==> config.mk <==
export PLATFORM = sky130hd
export DESIGN_NAME = relu_stream_arbiter
export DESIGN_NICKNAME = d
export VERILOG_FILES = /design/src/rtl/relu_stream_arbiter.sv
export SDC_FILE = /design/constraint.sdc
export NUM_CORES = 1
export LEC_CHECK = 0
export CAP_MARGIN = 20
export CORE_MARGIN = 1
export CORE_UTILIZATION = 47
export CTS_BUF_LIST = sky130_fd_sc_hd__clkbuf_4 sky130_fd_sc_hd__clkbuf_8
export DETAILED_ROUTE_END_ITERATION = 10
export PLACE_DENSITY_LB_ADDON = 0.25
export SETUP_SLACK_MARGIN = 0.1
export SYNTH_ARGS = -nofsm -noshare
export SYNTH_HDL_FRONTEND = slang
export SYNTH_SLANG_ARGS = --single-unit
==> constraint.sdc <==
create_clock -name clk -period 8 [get_ports clk]
set_input_delay 2 -clock clk [delete_from_list [all_inputs] [get_ports clk]]
set_output_delay 2 -clock clk [all_outputs]
set_load 0.05 [all_outputs]
==> src/rtl/relu_stream_arbiter.sv <==
// rtl/relu_stream_arbiter.sv - round-robin packet arbiter feeding a shared 1-cycle ReLU stage
// Grants whole packets, tags each issued beat, and reorders nothing: results land in a 2-entry FIFO.
module relu_stream_arbiter #(
    parameter int N_REQ      = 4,
    parameter int DATA_WIDTH = 16,
    parameter int ID_WIDTH   = 2
) (
    input  logic                        clk,
    input  logic                        rst,
    input  logic [N_REQ-1:0]            req_valid,
    input  logic [N_REQ*DATA_WIDTH-1:0] req_data,
    input  logic [N_REQ-1:0]            req_last,
    output logic [N_REQ-1:0]            req_ready,
    output logic [DATA_WIDTH-1:0]       relu_data_in,
    input  logic [DATA_WIDTH-1:0]       relu_data_out,
    output logic                        m_valid,
    output logic [DATA_WIDTH-1:0]       m_data,
    output logic [ID_WIDTH-1:0]         m_id,
    output logic                        m_last,
    input  logic                        m_ready,
    output logic                        busy
);

    typedef enum logic {IDLE, STREAM} state_t;

    state_t                state_q, state_d;
    logic [ID_WIDTH-1:0]   rr_ptr_q, rr_ptr_d;
    logic [ID_WIDTH-1:0]   grant_q, grant_d;
    logic [ID_WIDTH-1:0]   tag_id_q;
    logic                  tag_last_q;
    logic                  inflight_q;
    logic [1:0]            fifo_count_q;
    logic                  rd_ptr_q, wr_ptr_q;
    logic [DATA_WIDTH-1:0] fifo_data_q [2];
    logic [ID_WIDTH-1:0]   fifo_id_q   [2];
    logic                  fifo_last_q [2];

    logic [DATA_WIDTH-1:0] req_lane [N_REQ];
    logic [ID_WIDTH-1:0]   rr_pick;
    logic [ID_WIDTH-1:0]   rr_idx_w;
    int                    rr_idx;
    logic                  pop;
    logic                  issue_ok;
    logic                  in_xfer;
    logic [2:0]            occupancy;

    for (genvar g = 0; g < N_REQ; g++) begin : g_lane
        assign req_lane[g] = req_data[g*DATA_WIDTH +: DATA_WIDTH];
    end

    // Descending scan so the lowest offset from rr_ptr wins.
    always_comb begin
        rr_pick  = rr_ptr_q;
        rr_idx   = 0;
        rr_idx_w = '0;
        for (int k = N_REQ - 1; k >= 0; k--) begin
            rr_idx = int'(rr_ptr_q) + k;
            if (rr_idx >= N_REQ) rr_idx = rr_idx - N_REQ;
            rr_idx_w = ID_WIDTH'(rr_idx);
            if (req_valid[rr_idx_w]) rr_pick = rr_idx_w;
        end
    end

    assign m_valid = (fifo_count_q != 2'd0);
    assign m_data  = fifo_data_q[rd_ptr_q];
    assign m_id    = fifo_id_q[rd_ptr_q];
    assign m_last  = fifo_last_q[rd_ptr_q];
    assign pop     = m_valid & m_ready;
    assign busy    = (state_q != IDLE) | inflight_q | m_valid;

    // Issue only if the FIFO is guaranteed a slot when this beat returns from the ReLU stage.
    assign occupancy = {1'b0, fifo_count_q} + {2'b00, inflight_q} - {2'b00, pop};
    assign issue_ok  = (occupancy < 3'd2);
    assign in_xfer   = (state_q == STREAM) && issue_ok && req_valid[grant_q];

    always_comb begin
        state_d      = state_q;
        grant_d      = grant_q;
        rr_ptr_d     = rr_ptr_q;
        req_ready    = '0;
        relu_data_in = '0;
        case (state_q)
            IDLE: begin
                if (|req_valid) begin
                    grant_d = rr_pick;
                    state_d = STREAM;
                end
            end
            STREAM: begin
                req_ready[grant_q] = issue_ok;
                relu_data_in       = req_lane[grant_q];
                if (in_xfer && req_last[grant_q]) begin
                    state_d  = IDLE;
                    rr_ptr_d = (grant_q == ID_WIDTH'(N_REQ - 1)) ? '0 : grant_q + 1'b1;
                end
            end
            default: state_d = IDLE;
        endcase
    end

    always_ff @(posedge clk or posedge rst) begin
        if (rst) begin
            state_q      <= IDLE;
            rr_ptr_q     <= '0;
            grant_q      <= '0;
            tag_id_q     <= '0;
            tag_last_q   <= 1'b0;
            inflight_q   <= 1'b0;
            fifo_count_q <= 2'd0;
            rd_ptr_q     <= 1'b0;
            wr_ptr_q     <= 1'b0;
            for (int i = 0; i < 2; i++) begin
                fifo_data_q[i] <= '0;
                fifo_id_q[i]   <= '0;
                fifo_last_q[i] <= 1'b0;
            end
        end else begin
            state_q    <= state_d;
            rr_ptr_q   <= rr_ptr_d;
            grant_q    <= grant_d;
            inflight_q <= in_xfer;
            if (in_xfer) begin
                tag_id_q   <= grant_q;
                tag_last_q <= req_last[grant_q];
            end
            if (inflight_q) begin
                fifo_data_q[wr_ptr_q] <= relu_data_out;
                fifo_id_q[wr_ptr_q]   <= tag_id_q;
                fifo_last_q[wr_ptr_q] <= tag_last_q;
                wr_ptr_q              <= ~wr_ptr_q;
            end
            if (pop) rd_ptr_q <= ~rd_ptr_q;
            case ({inflight_q, pop})
                2'b10:   fifo_count_q <= fifo_count_q + 2'd1;
                2'b01:   fifo_count_q <= fifo_count_q - 2'd1;
                default: fifo_count_q <= fifo_count_q;
            endcase
        end
    end

endmodule

# After elaboration in Yosys (flattened, before gate mapping)
# Index checks and enable logic that the tools add are counted.
[totals]
ramBits = 0
wordCells = 115
mem_bits_ro = 0
latch_bits = 0
ff_bits = 51
in_bits = 91
mem_count = 0
output_inout_bits = 41
[classes]
n_mux = 50
shift = 0
order_cmp = 15
n_div = 0
mul = 0
add_sub_neg = 12
reduce_logical = 10
n_bitwise = 10
eq_ne = 3
[op_table]
columns = ["cell", "n"]
rows = [
  ["$mux 16", 7],
  ["$bmux 16 s2", 1],
  ["$bwmux 32", 1],
  ["$mux 2", 13],
  ["$demux 16 s1", 1],
  ["$lt 2x3->1 const B", 5],
  ["$mux 1", 13],
  ["$bmux 1 s2", 6],
  ["$ge 3x3->1 const B", 4],
  ["$sub 2x1->2 const B", 5],
  ["$add 2x2->3 const B", 2],
  ["$logic_and 1x1->1", 5],
  ["$add 2x1->2 const B", 2],
  ["$and 4x4->4", 1],
  ["$bwmux 4", 1],
  ["$eq 2x2->1 const B", 2],
  ["$ge 2x2->1 const B", 2],
  ["$mux 4", 1],
  ["$not 1->2", 2],
  ["$pmux 2 s2", 1],
  ["$reduce_and 2->1", 2],
  ["$reduce_bool 2->1", 2],
  ["$reduce_or 4->1", 1],
  ["$add 2x1->3", 1],
  ["16 further kinds", 19],
]

# Longest topological paths before layout
# Gate-level depths: netlist of the first run.
[logic_depth]
word_depth = 9
mapped_depth = 8
depth_no_buf = 8

# Least setup slack after synthesis of the first run
# Ideal clock, no wire load.
[synth_timing]
path_type = "input port to output port"
start = "input port m_ready"
end = "output port req_ready[0]"
n_path_buf = 0
arrival_ns = 3.706
slack_ns = 2.294
cell_stages = 6
required_time_ns = 6.000
cell_sequence = "inv_1 nor3b_1 o21ai_0 fa_1 xnor2_1 and3_1"
[synth_between]
elab_chain_len = 5
[synth_lines]
columns = ["element", "line_no", "source"]
rows = [
  ["start: declaration", "20", "input logic m_ready,"],
  ["$and 1x1->1", "68", "assign pop = m_valid & m_ready;"],
  ["$sub 3x1->3", "72", "assign occupancy = {1'b0, fifo_count_q} + {2'b00, inflight_q} - {2'b00, pop};"],
  ["$lt 3x2->1", "73", "assign issue_ok = (occupancy < 3'd2);"],
  ["$and 4x4->4 (no source line)", "-", ""],
  ["$mux 4", "82", "case (state_q)"],
  ["end: declaration", "13", "output logic [N_REQ-1:0] req_ready,"],
]
# Every way passes these cells.

# Worst setup path after layout of the first run
[layout_timing]
start = "input port m_ready"
end = "output port req_ready[1]"
# Same word-level chain as after synthesis.

==> metrics list, run 1 <==
- Outcome: completed
* Routed Antenna Nets: 0
* Most used flip-flop cell after synthesis: dfrtp_1
- The smallest clock period supported by the final layout is computed as roughly 7000 ps.
- Area added between synthesis and finish: 50.5%
* Maximum fanout along the worst path: 5
- The analysis attributes to cell leakage a power of 1.80 nW.
- Int Pwr: 1.05 mW
- Traced cell by cell, the critical path runs through clkdlybuf4s50_1 -> inv_1 -> nor3b_1 -> o21ai_0 -> fa_1 -> xnor2_1 -> and3_1 -> clkdlybuf4s50_1.
* Post-cts gate resize count: 0
- Initial antenna violation count: 0
* Number of remaining DRC errors: 0
- Compound-cell area share of the yosys netlist: 2.90%
- Worst endpoint data arrival time: 4910 ps
- Cells fill between 70% and 80% of the core in the end.
- Highest ir drop seen on vdd: 357 µV
- RSZ-0062 raised after global routing: no
* Sum of negative setup slack: 0 ps
- Number of hold-repair buffers added at the cts stage: 0
- For this design, the slowest cell found on the critical path is clkdlybuf4s50_1.
* Violation count after the first detailed-routing iteration: 116
* Height of the die: 81.0 µm
- Overall routing resource usage: 21.9%
* Share of synthesized area occupied by flip-flops and latches: 43.5%
- IO Count: 132
- The repair_antennas step left the layout with diodes totalling 0.
* Final setup margin: ~1100 ps
- Die width: 81.0 µm
* Synth Area in Simple Gates: 8.92%
- Fmax: approximately 0.14 GHz
- EDFF count, synth: 0
* Cell occurring most often along the worst timing path: clkdlybuf4s50_1
- Clock latency on the worst-skew pair, taken at its later pin, is around 300 ps.
* Category of the most critical setup path: primary input to output port
- Cell count after synthesis: 215
* Endpoint of the lowest-slack register-to-register path: rr_ptr_q[1]
- Placed wire-length estimate: 5330 µm
- Hold timing on the final database bottoms out at a slack of 500 ps.
* CTS max path bufs: 2
* Count of port buffers added during placement: about 130
- Largest stage delay on the critical path: 810 ps
* Switching power as a share of total power: 47.1%
- TritonCTS built the clock tree.
* Wire length per cell after detailed routing: between 15 and 20 µm
- The pre-antenna-repair detailed-routing pass consisted of 4 iterations.
- The synthesized design spends more area on one cell type than any other, namely dfrtp_1.
- For the pin with the worst max-slew slack, the measured transition is about 980 ps.
- Drt total wl: ~7000 µm
- In this run the worst hold path is classified as register to register.
- In this run the cell area of the synthesized design comes to 0.00293 mm².
- Seq cells post-synth: 51
- Final setup violating endpoints: 0
* Combinational group share of total power: between 60% and 70%
- The first global-routing pass estimated 10,700 µm of wire.
- Final worst clock skew: 11.2 ps
- HP Start: wr_ptr_q
- Of the total synthesized cell area, the portion taken by full adders, half adders and majority gates is roughly 2.4%.
- The worst setup path is captured at an output port.
- The total overflow left after global routing is 0.
- Using the TritonRoute via totals, the vias-per-cell ratio works out to 5.34.
- Starting density of the core: 49.2%
* Number of slew-limit violations in the final report: 0
- The congestion estimate from routability-driven global placement came to 0.821.
- TritonCTS Sinks: 51
- Core area: 0.00596 mm²
* Cell Rows: 28
- Inserted Clock Buffers: 5
* Hold worst-path end: wr_ptr_q
* Number of hold violations in the final report: 0
- Together, buffers and inverters on the worst path number 3.
* Via count: about 2.2k
- The die covers 0.00656 mm².
* Area share of the leading cell type in the synthesized netlist: 43.5%
* Share of total power in sequential cells: between 20% and 30%
- Number of synthesis warnings: 0
- Mux contribution to synthesized area: 37.9%
* Clock transition time at the flip-flop clock pins of the worst setup and hold paths: 80 ps
* Share of flip-flops with an asynchronous set or reset: 100%
* Instance count along the most critical hold path: 1
- STA puts the critical path data required time at 6000 ps.
- Fraction of layout cells with a size suffix above 1: 24.5%
* Count of unique library cells instantiated by Yosys: 36
- Dpl ws: 1120 ps
- Entering global routing, the biggest net connects 52 pins.
- Headroom to the max-slew limit came out at 34.8%.
- CP delay by family, top: buffers and inverters
- Root cell of the clock tree: clkbuf_8
- Ratio of final minimum period to clock period: ~86%
- The number of nets in the synthesized netlist is ~310.
- Yosys instantiated no cell more often than mux2_2.
- CP Launch Type: primary input
* Dominant combinational cell family by area after synthesis: multiplexers
- Via count of the first global-routing pass: 2,185
* Power dissipated by switching net loads: 0.936 mW
* CTS H-tree lvls: 2
- Power density relative to cell area: approximately 450 mW/mm²
- Max cap viols: 0
* Depth of the worst register-to-register path: 7
* Post-synthesis share of cell area spent on xor and xnor gates: 1.20%
- Worst reg2reg setup slack: between 5000 and 6000 ps
- Number of buffers inserted to repair setup after CTS: 0
* Clock network fraction of total power: 7.7%
* Worst reg2reg startpoint: fifo_count_q[1]
- The commonest cells after synthesis are mux2_2 (57), dfrtp_1 (51), and2_1 (17).
- Avg Cell Area, Syn: 13.6 µm²
- Final layout net count: 439
* Main area contributors after synthesis: dfrtp_1 (44%), mux2_2 (22%), mux4_2 (9.2%), mux4_1 (5.4%), and2_1 (3.6%)
[how the worst max path moves through the flow]
stage	cells after the start	slack, ps	startpoint	endpoint
6_report	8	1090	m_ready	req_ready[1]
5_1_grt	8	820	m_ready	req_ready[1]
4_1_cts	8	1100	m_ready	req_ready[1]
3_5_place_dp	8	1120	m_ready	req_ready[1]
3_3_place_gp	8	1170	m_ready	req_ready[3]
2_1_floorplan	6	2290	m_ready	req_ready[0]
[placed cells by master, fill, tap and decap left out, types with 2 or more instances in the layout]
master,n
xnor2_1,3
dfrtp_1,51
mux4_1,6
inv_1,7
clkdlybuf4s50_1,131
a21oi_1,5
nor2_1,5
and3_1,4
o21ai_0,4
nor3b_1,2
nand2b_1,2
clkbuf_8,6
nor2b_1,2
ha_1,4
nand2_1,4
and2_1,17
mux4_2,12
mux2_2,57
mux2_4,2
[worst reg2reg max path, stage by stage (launching register included)]
cell and delay [ps]:
dfrtp_1 480, nor3b_1 400, o21ai_0 190, fa_1 400, xnor2_1 320, nand3_2 260
nor2b_4 220, mux2_4 310
[state kept, by name (all words and copies together) (netlist names), 2 cells and up]
name and count:
rr_ptr_q 2, fifo_count_q 2, fifo_data_q 32, grant_q 2
tag_id_q 2, fifo_last_q 2, fifo_id_q 4
[kinds of logic after synthesis]
group	after synthesis
and+or+nand+nor	43
buffers and inverters	20
adders and majority gates	5
AOI/OAI and AO/OA	14
DFF	51
xor gates and xnor gates	4
muxes	78
[final cells by class]
type                    count  area [µm²]
multi-input cells         144        1560
fillers                   435        1540
repair buffers            133        1360
flip-flops and latches     51        1280
well taps                  75        93.8
clock buffers               6        82.6
inverters                   8        30.0
clock inverters             1        8.76
[stage by stage]
step | cells | area, µm² | total power, mW
6_report | 418 | 4410 | 1.99
5_1_grt | 418 | 4410 | 2.10
4_1_cts | 416 | 4360 | 1.99
3_5_place_dp | 409 | 4270 | 1.83
3_3_place_gp | 409 | 4270 | 1.81
2_1_floorplan | 215 | 2930 | 1.45
[power by group through the flow]
| stage | Combinational (mW) | Sequential [mW] | Clock, mW |
|---|---|---|---|
| floorplan | 1.01 | 0.438 | 0 |
| global placement | 1.29 | 0.518 | 0 |
| detailed placement | 1.30 | 0.527 | 0 |
| CTS | 1.31 | 0.521 | 0.156 |
| global route | 1.40 | 0.524 | 0.169 |
| finish | 1.33 | 0.503 | 0.153 |
[layer usage]
layer  wire [µm]  global-route usage (%)  vias to the layer above
li1            -                       -                     1049
met1        3050                    30.1                     1112
met2        3710                    35.9                       67
met3         304                    3.48                        5
met4          74                    6.43                        0
met5           0                       0                        -
(Power assumes the default switching activity.)
==> run 2, diff against run 1 <==
- CORE_UTILIZATION: 47 -> 24
- CTS_CLUSTER_SIZE: default -> 30
==> run 2 against run 1 <==
  * Utilization down 36 points
  * Critical path depth unchanged
  * Register-to-register slack worse by 200 ps
  * Non-clock buffer count up 1
  * Via count up 1.5%
  * Critical endpoint is now req_ready[2]
  * Sequential share of layout area down 0.63 points
  * Sequential cell count unchanged
  * Routed wire length up 1.9%
  * Highest routed layer unchanged
==> metrics list, run 2 (same netlist as run 1, synthesis figures left out) <==
- Total congestion overflow: 0 (unchanged)
* Most flops, register: fifo_data_q (unchanged)
- Placed wire-length estimate: 5410 µm (was 5330 µm)
- The global-route usage over all layers came to 11.8% (was 21.9%).
- The launching point of the worst reg2reg path is fifo_count_q[1] (unchanged).
- The max capacitance violation total is 0 (unchanged).
* Hold worst-path end: wr_ptr_q (unchanged)
- Height of the die: 113 µm (was 81.0 µm)
* Worst min path class: register to register (unchanged)
- Skew-Pair Late Insertion Delay: 300 ps (about the same)
- The initial cell density of the core is 24.5% (was 49.2%).
* Number of slew-limit violations in the final report: 0 (unchanged)
- The worst setup slack after layout came to 856 ps (was 1090 ps).
* Crit path time final: 7140 ps (was 6910 ps)
- The critical path capture point type is an output port (unchanged).
* Flip-flop count of the largest register, all copies and words added: 32 (unchanged)
* Count of port buffers added during placement: 131 (unchanged)
- Final setup violating endpoints: 0 (unchanged)
- Wire length per cell after detailed routing: 14.8 µm (was 17.1 µm)
* TritonCTS Sinks: 51 (unchanged)
* HP Start: wr_ptr_q (unchanged)
- The period utilization came to 89.3% (was 86.4%).
- The number of hold violations in the final report was 0 (unchanged).
- The worst setup slack after placement came to 874 ps (was 1120 ps).
- The end of the worst register-to-register path was rr_ptr_q[1] (unchanged).
- CTS tree: done (unchanged)
- Outcome: completed (unchanged)
- CP Launch Type: primary input (unchanged)
- Slew margin rel.: 35.4% (was 34.8%)
- Sum of negative setup slack: 0 ps (unchanged)
- The number of cells on the worst hold path is 1 (unchanged).
- Via count of the first global-routing pass: 2,409 (was 2,185)
- The remaining antenna violation count after routing was 0 (unchanged).
* Final layout net count: 440 (was 439)
- The ratio of cells with drive above 1 in the final layout was 24.9% (was 24.5%).
* Root cell of the clock tree: clkbuf_8 (unchanged)
- The number of standard cells in the final layout excluding fillers came to 492 (was 418).
- The maximum net fanout on the critical path is 5 (unchanged).
- The area growth from synthesis to layout is 53.8% (was 50.5%).
- The post-place instance area came to 0.00437 mm² (was 0.00427 mm²).
* Highest ir drop seen on vdd: 181 µV (was 357 µV)
- The post-cts gate resize count is 0 (unchanged).
* Fill cells: 1,166 (was 435)
- Inserted Clock Buffers: 5 (unchanged)
- Most frequent cells in the layout: clkdlybuf4s50_1 (131), mux2_2 (57), dfrtp_1 (51) (unchanged).
* Total design power: 1.99 mW (about the same)
- The remaining routing DRC violations is 0 (unchanged).
- CTS max path bufs: 2 (unchanged)
- The initial antenna violation count came to 0 (unchanged).
- IO Count: 132 (unchanged)
* Final estimated routing congestion in global placement: 0.721 (was 0.821)
* Worst reg2reg setup slack: 5090 ps (was 5290 ps)
* Regs by FF count: fifo_data_q: 32 flops, fifo_id_q: 4 flops (unchanged)
- Final worst clock skew: 4.22 ps (was 11.2 ps)
- The most common cell after layout, fill and taps aside was clkdlybuf4s50_1 (unchanged).
- Number of search-and-repair iterations in the first detailed-routing pass: 4 (unchanged)
- The die extent in x came to 113 µm (was 81.0 µm).
- The class of the most critical setup path was primary input to output port (unchanged).
* CTS H-tree lvls: 2 (unchanged)
- Fmax: 0.140 GHz (was 0.145 GHz)
* RSZ-0062 raised after global routing: no (unchanged)
- Number of hold-repair buffers added at the cts stage: 0 (unchanged)
* Critical path required time: 6000 ps (about the same)
- The floorplan die area came to 0.0127 mm² (was 0.00656 mm²).
- Global-route wire length before repair: 11,700 µm (was 10,700 µm)
- DP Cell Count: 482 (was 409)
- The floorplan core area was 0.0120 mm² (was 0.00596 mm²).
- The DRC violation total after the first TritonRoute iteration came to 68 (was 116).
* Via count: 2,267 (was 2,233)
- Slew @ Worst Pin: 969 ps (was 977 ps)
* Final instance area: 0.00451 mm² (was 0.00441 mm²)
* Cell Rows: 40 (was 28)
- The leakage component of the power is 1.81 nW (was 1.80 nW).
* Post-detailed-route via-to-cell ratio: 4.61 (was 5.34)
- The clock transition at the registers of the reported paths came to 90 ps (was 80 ps).
- Number of buffers inserted to repair setup after CTS: 0 (unchanged)
- Maximum number of pins on one net before global-route repair: 52 (unchanged)
- Worst endpoint data arrival time: 5140 ps (was 4910 ps)
* Diodes inserted: 0 (unchanged)
* Depth of the worst register-to-register path: 7 (unchanged)
- Power density relative to cell area: 441 mW/mm² (was 450 mW/mm²)
- The final routed wirelength across all metal layers is 7270 µm (was 7140 µm).
-- run 2: cell count changes in the layout (fill, tap and decap cells not counted), sizes merged --
cell / before / now
buf: 2 / 3
clkbuf: 6 / 7
clkinvlp: 0 / 1
inv: 9 / 8
-- run 2: how the worst max path moves through the flow --
stage / start / end / slack, ps
floorplan: m_ready / req_ready[0] / 2290
global route: m_ready / req_ready[2] / 720
finish: m_ready / req_ready[2] / 860
detailed placement: m_ready / req_ready[2] / 870
CTS: m_ready / req_ready[2] / 870
global placement: m_ready / req_ready[2] / 930
-- run 2: per-stage QoR --
step / hold WS, ps / util (%)
6_report: 483 / 37.7
5_1_grt: 506 / 37.7
4_1_cts: 484 / 37.4
3_5_place_dp: 468 / 36.5
3_3_place_gp: 465 / 36.5
2_1_floorplan: 452 / -
-- run 2: layout make-up --
class | count | area [µm²] | area share (%)
clock buffer | 7 | 96.3 | 2.14
clock inverter | 1 | 7.51 | 0.166
inverter | 8 | 30.0 | 0.666
multi-input combinational | 144 | 1560 | 34.6
sequential | 51 | 1280 | 28.3
tap | 147 | 184 | 4.08
timing repair buffer | 134 | 1350 | 30.0
-- run 2: layer usage --
layer	vias up	wire length, µm	global-route usage [%]	part of all wire (%)
met5	-	0	0	0
met4	0	170	4.53	2.3
met3	8	577	3.40	7.9
met2	118	3680	21.8	51
met1	1098	2840	12.8	39
li1	1043	-	-	-
-- run 2: worst max-delay path, cell delays in order --
cell             delay [ps]
clkdlybuf4s50_1         530
inv_1                    90
nor3b_1                 370
o21ai_0                 190
fa_1                    400
xnor2_1                 490
and3_1                  270
clkdlybuf4s50_1         810
-- run 2: report_power, final --
group          switching [mW]  total (mW)  internal (mW)
registers               0.112       0.496          0.384
clock network          0.0841       0.163         0.0788
logic                   0.741        1.33          0.591
==> run 3, diff against run 2 <==
- DONT_BUFFER_PORTS: default -> 1
==> run 3 against run 2 <==
  * Cell count is 27% lower
  * Via count decreased by 22%
  * Utilization fell by 11 points
  * Sequential cell count unchanged
  * Die area unchanged
  * Critical path type unchanged
  * Design area shrank 29%
  * Count of clock-buffer cells in the layout grew 1
  * Sequential share of layout area up 12 points
  * Global-route usage shrank 1.1 points
  * First-iteration DRC count is 54% higher
  * Routed wire length down 8.1%
  * Non-clock buffer count is 132 lower
==> metrics list, run 3 (same netlist as run 1, synthesis figures left out) <==
* Outcome: completed (unchanged)
- Ratio of final minimum period to clock period: 74.5% (was 89.3%)
- The routed via count divided by cell count is 4.90 (was 4.61).
- The H-tree level count is 2 (unchanged).
- The sum of negative setup slack is 0 ps (unchanged).
- The clock transition at the registers of the reported paths is 90 ps (about the same).
* Number of hold violations in the final report: 0 (unchanged)
- The floorplan die area is 0.0127 mm² (unchanged).
- The most common cell after layout, fill and taps aside is mux2_2 (was clkdlybuf4s50_1).
- Most flops, register: fifo_data_q (unchanged)
- Most frequent cells in the layout: mux2_2 (57), dfrtp_1 (51), and2_1 (17) (was clkdlybuf4s50_1 (131), mux2_2 (57), dfrtp_1 (51)).
- Crit path launch: m_ready (unchanged)
- The cell chosen for the clock root is clkbuf_8 (unchanged).
* Crit path time final: 5960 ps (was 7140 ps)
- CTS max path bufs: 2 (unchanged)
* Final setup violating endpoints: 0 (unchanged)
- The number of buffer cells added on primary ports came to 0 (was 131).
* Overall routing resource usage: 10.7% (was 11.8%)
- The maximum net fanout on the critical path came to 5 (unchanged).
- The register-to-register setup slack came to 5160 ps (was 5090 ps).
* Core area: 0.0120 mm² (unchanged)
- The fmax was 0.168 GHz (was 0.140 GHz).
- CP Launch Type: primary input (unchanged)
* Diodes inserted: 0 (unchanged)
* Number of slew-limit violations in the final report: 0 (unchanged)
* Slew @ Worst Pin: 1060 ps (was 969 ps)
* Violation count after the first detailed-routing iteration: 105 (was 68)
- HP Start: wr_ptr_q (unchanged)
* TritonCTS Sinks: 51 (unchanged)
* Total congestion overflow: 0 (unchanged)
* Post-cts gate resize count: 0 (unchanged)
* Number of search-and-repair iterations in the first detailed-routing pass: 3 (was 4)
- Fill cells: 1,241 (was 1,166)
* Final layout net count: 308 (was 440)
- The remaining antenna violation count after routing came to 0 (unchanged).
* Global-route wire length before repair: 10,300 µm (was 11,700 µm)
- The mean routed wirelength per cell came to 18.6 µm (was 14.8 µm).
* Category of the worst setup path capture point: output port (unchanged)
* IO Count: 132 (unchanged)
- Worst reg2reg startpoint: fifo_count_q[1] (unchanged)
* Starting density of the core: 24.5% (unchanged)
- The class of the tightest hold or removal check is register to register (unchanged).
- Placed wire-length estimate: 5070 µm (was 5410 µm)
- The remaining routing DRC violations came to 0 (unchanged).
* Drt total wl: 6690 µm (was 7270 µm)
- The worst clock skew was 4.36 ps (was 4.22 ps).
* Height of the die: 113 µm (unchanged)
* Slew margin rel.: 29.6% (was 35.4%)
- Via count: 1,765 (was 2,267)
- The max capacitance violation total came to 0 (unchanged).
- Skew-Pair Late Insertion Delay: 300 ps (about the same)
- The critical path arrival was 3960 ps (was 5140 ps).
- The number of buffers inserted for hold repair after clock tree synthesis is 0 (unchanged).
* CTS tree: done (unchanged)
- The number of flip-flops under the largest register name is 32 (unchanged).
- Initial antenna violation count: 0 (unchanged)
- The area growth from synthesis to layout came to 9.26% (was 53.8%).
- Regs by FF count: fifo_data_q: 32 flops, fifo_id_q: 4 flops (unchanged)
- The weighted congestion at the end of routability-driven global placement was 0.784 (was 0.721).
- The floorplan row count was 40 (unchanged).
- RSZ-0062 raised after global routing: no (unchanged)
- The die extent in x is 113 µm (unchanged).
* Number of buffers inserted to repair setup after CTS: 0 (unchanged)
- Inserted Clock Buffers: 5 (unchanged)
- Maximum number of pins on one net before global-route repair: 28 (was 52)
- The ratio of cells with drive above 1 in the final layout was 39.9% (was 24.9%).
* Critical path required time: 6000 ps (about the same)
- The number of global-route vias before repair came to 1,921 (was 2,409).
- Category of the most critical setup path: primary input to output port (unchanged)
-- run 3: cell count changes in the layout (fill, tap and decap cells not counted), sizes merged --
cell / change
buf: -1
clkbuf: +1
clkinvlp: -1
clkdlybuf4s50: -131
-- run 3: layout make-up --
class | count | area [µm²] | share of cell area (%)
Clock buffer | 8 | 104 | 3.24
Inverter | 8 | 30.0 | 0.938
Multi-Input combinational cell | 144 | 1560 | 48.8
Timing Repair Buffer | 2 | 47.5 | 1.48
Sequential cell | 51 | 1280 | 39.8
Tap cell | 147 | 184 | 5.74
-- run 3: per-layer routing --
metal,GRT usage [%],share of wire [%]
met2,21.4,54
met3,2.27,7.4
met4,2.67,1.5
met1,11.3,37
met5,0,0
-- run 3: worst max-delay path, stage by stage --
cell and delay [ps]:
inv_1 30, nor3b_1 360, o21ai_0 180, fa_1 390
xnor2_1 420, and3_1 570
-- run 3: through the flow --
stage	hold slack, ps	instances	worst slack, ps	util [%]	instance area [µm²]
5_1_grt	498	360	1860	26.8	3200
3_5_place_dp	469	351	1960	25.7	3070
2_1_floorplan	452	215	2290	-	2930
6_report	481	360	2040	26.8	3200
3_3_place_gp	465	350	1970	25.5	3050
4_1_cts	486	359	1960	26.5	3180
-- run 3: final timing paths --
kind | end | cells past startpoint
max reg2reg | rr_ptr_q[1] | 7
max in group asynchronous | tag_id_q[1] | 2
max | req_ready[2] | 6
min | wr_ptr_q | 1
min reg2reg | wr_ptr_q | 1
min in group asynchronous | fifo_data_q[29] | 1
Power of run 3 is not shown: default switching activity piles up to over one toggle a cycle in this logic, so the estimate is an artifact.
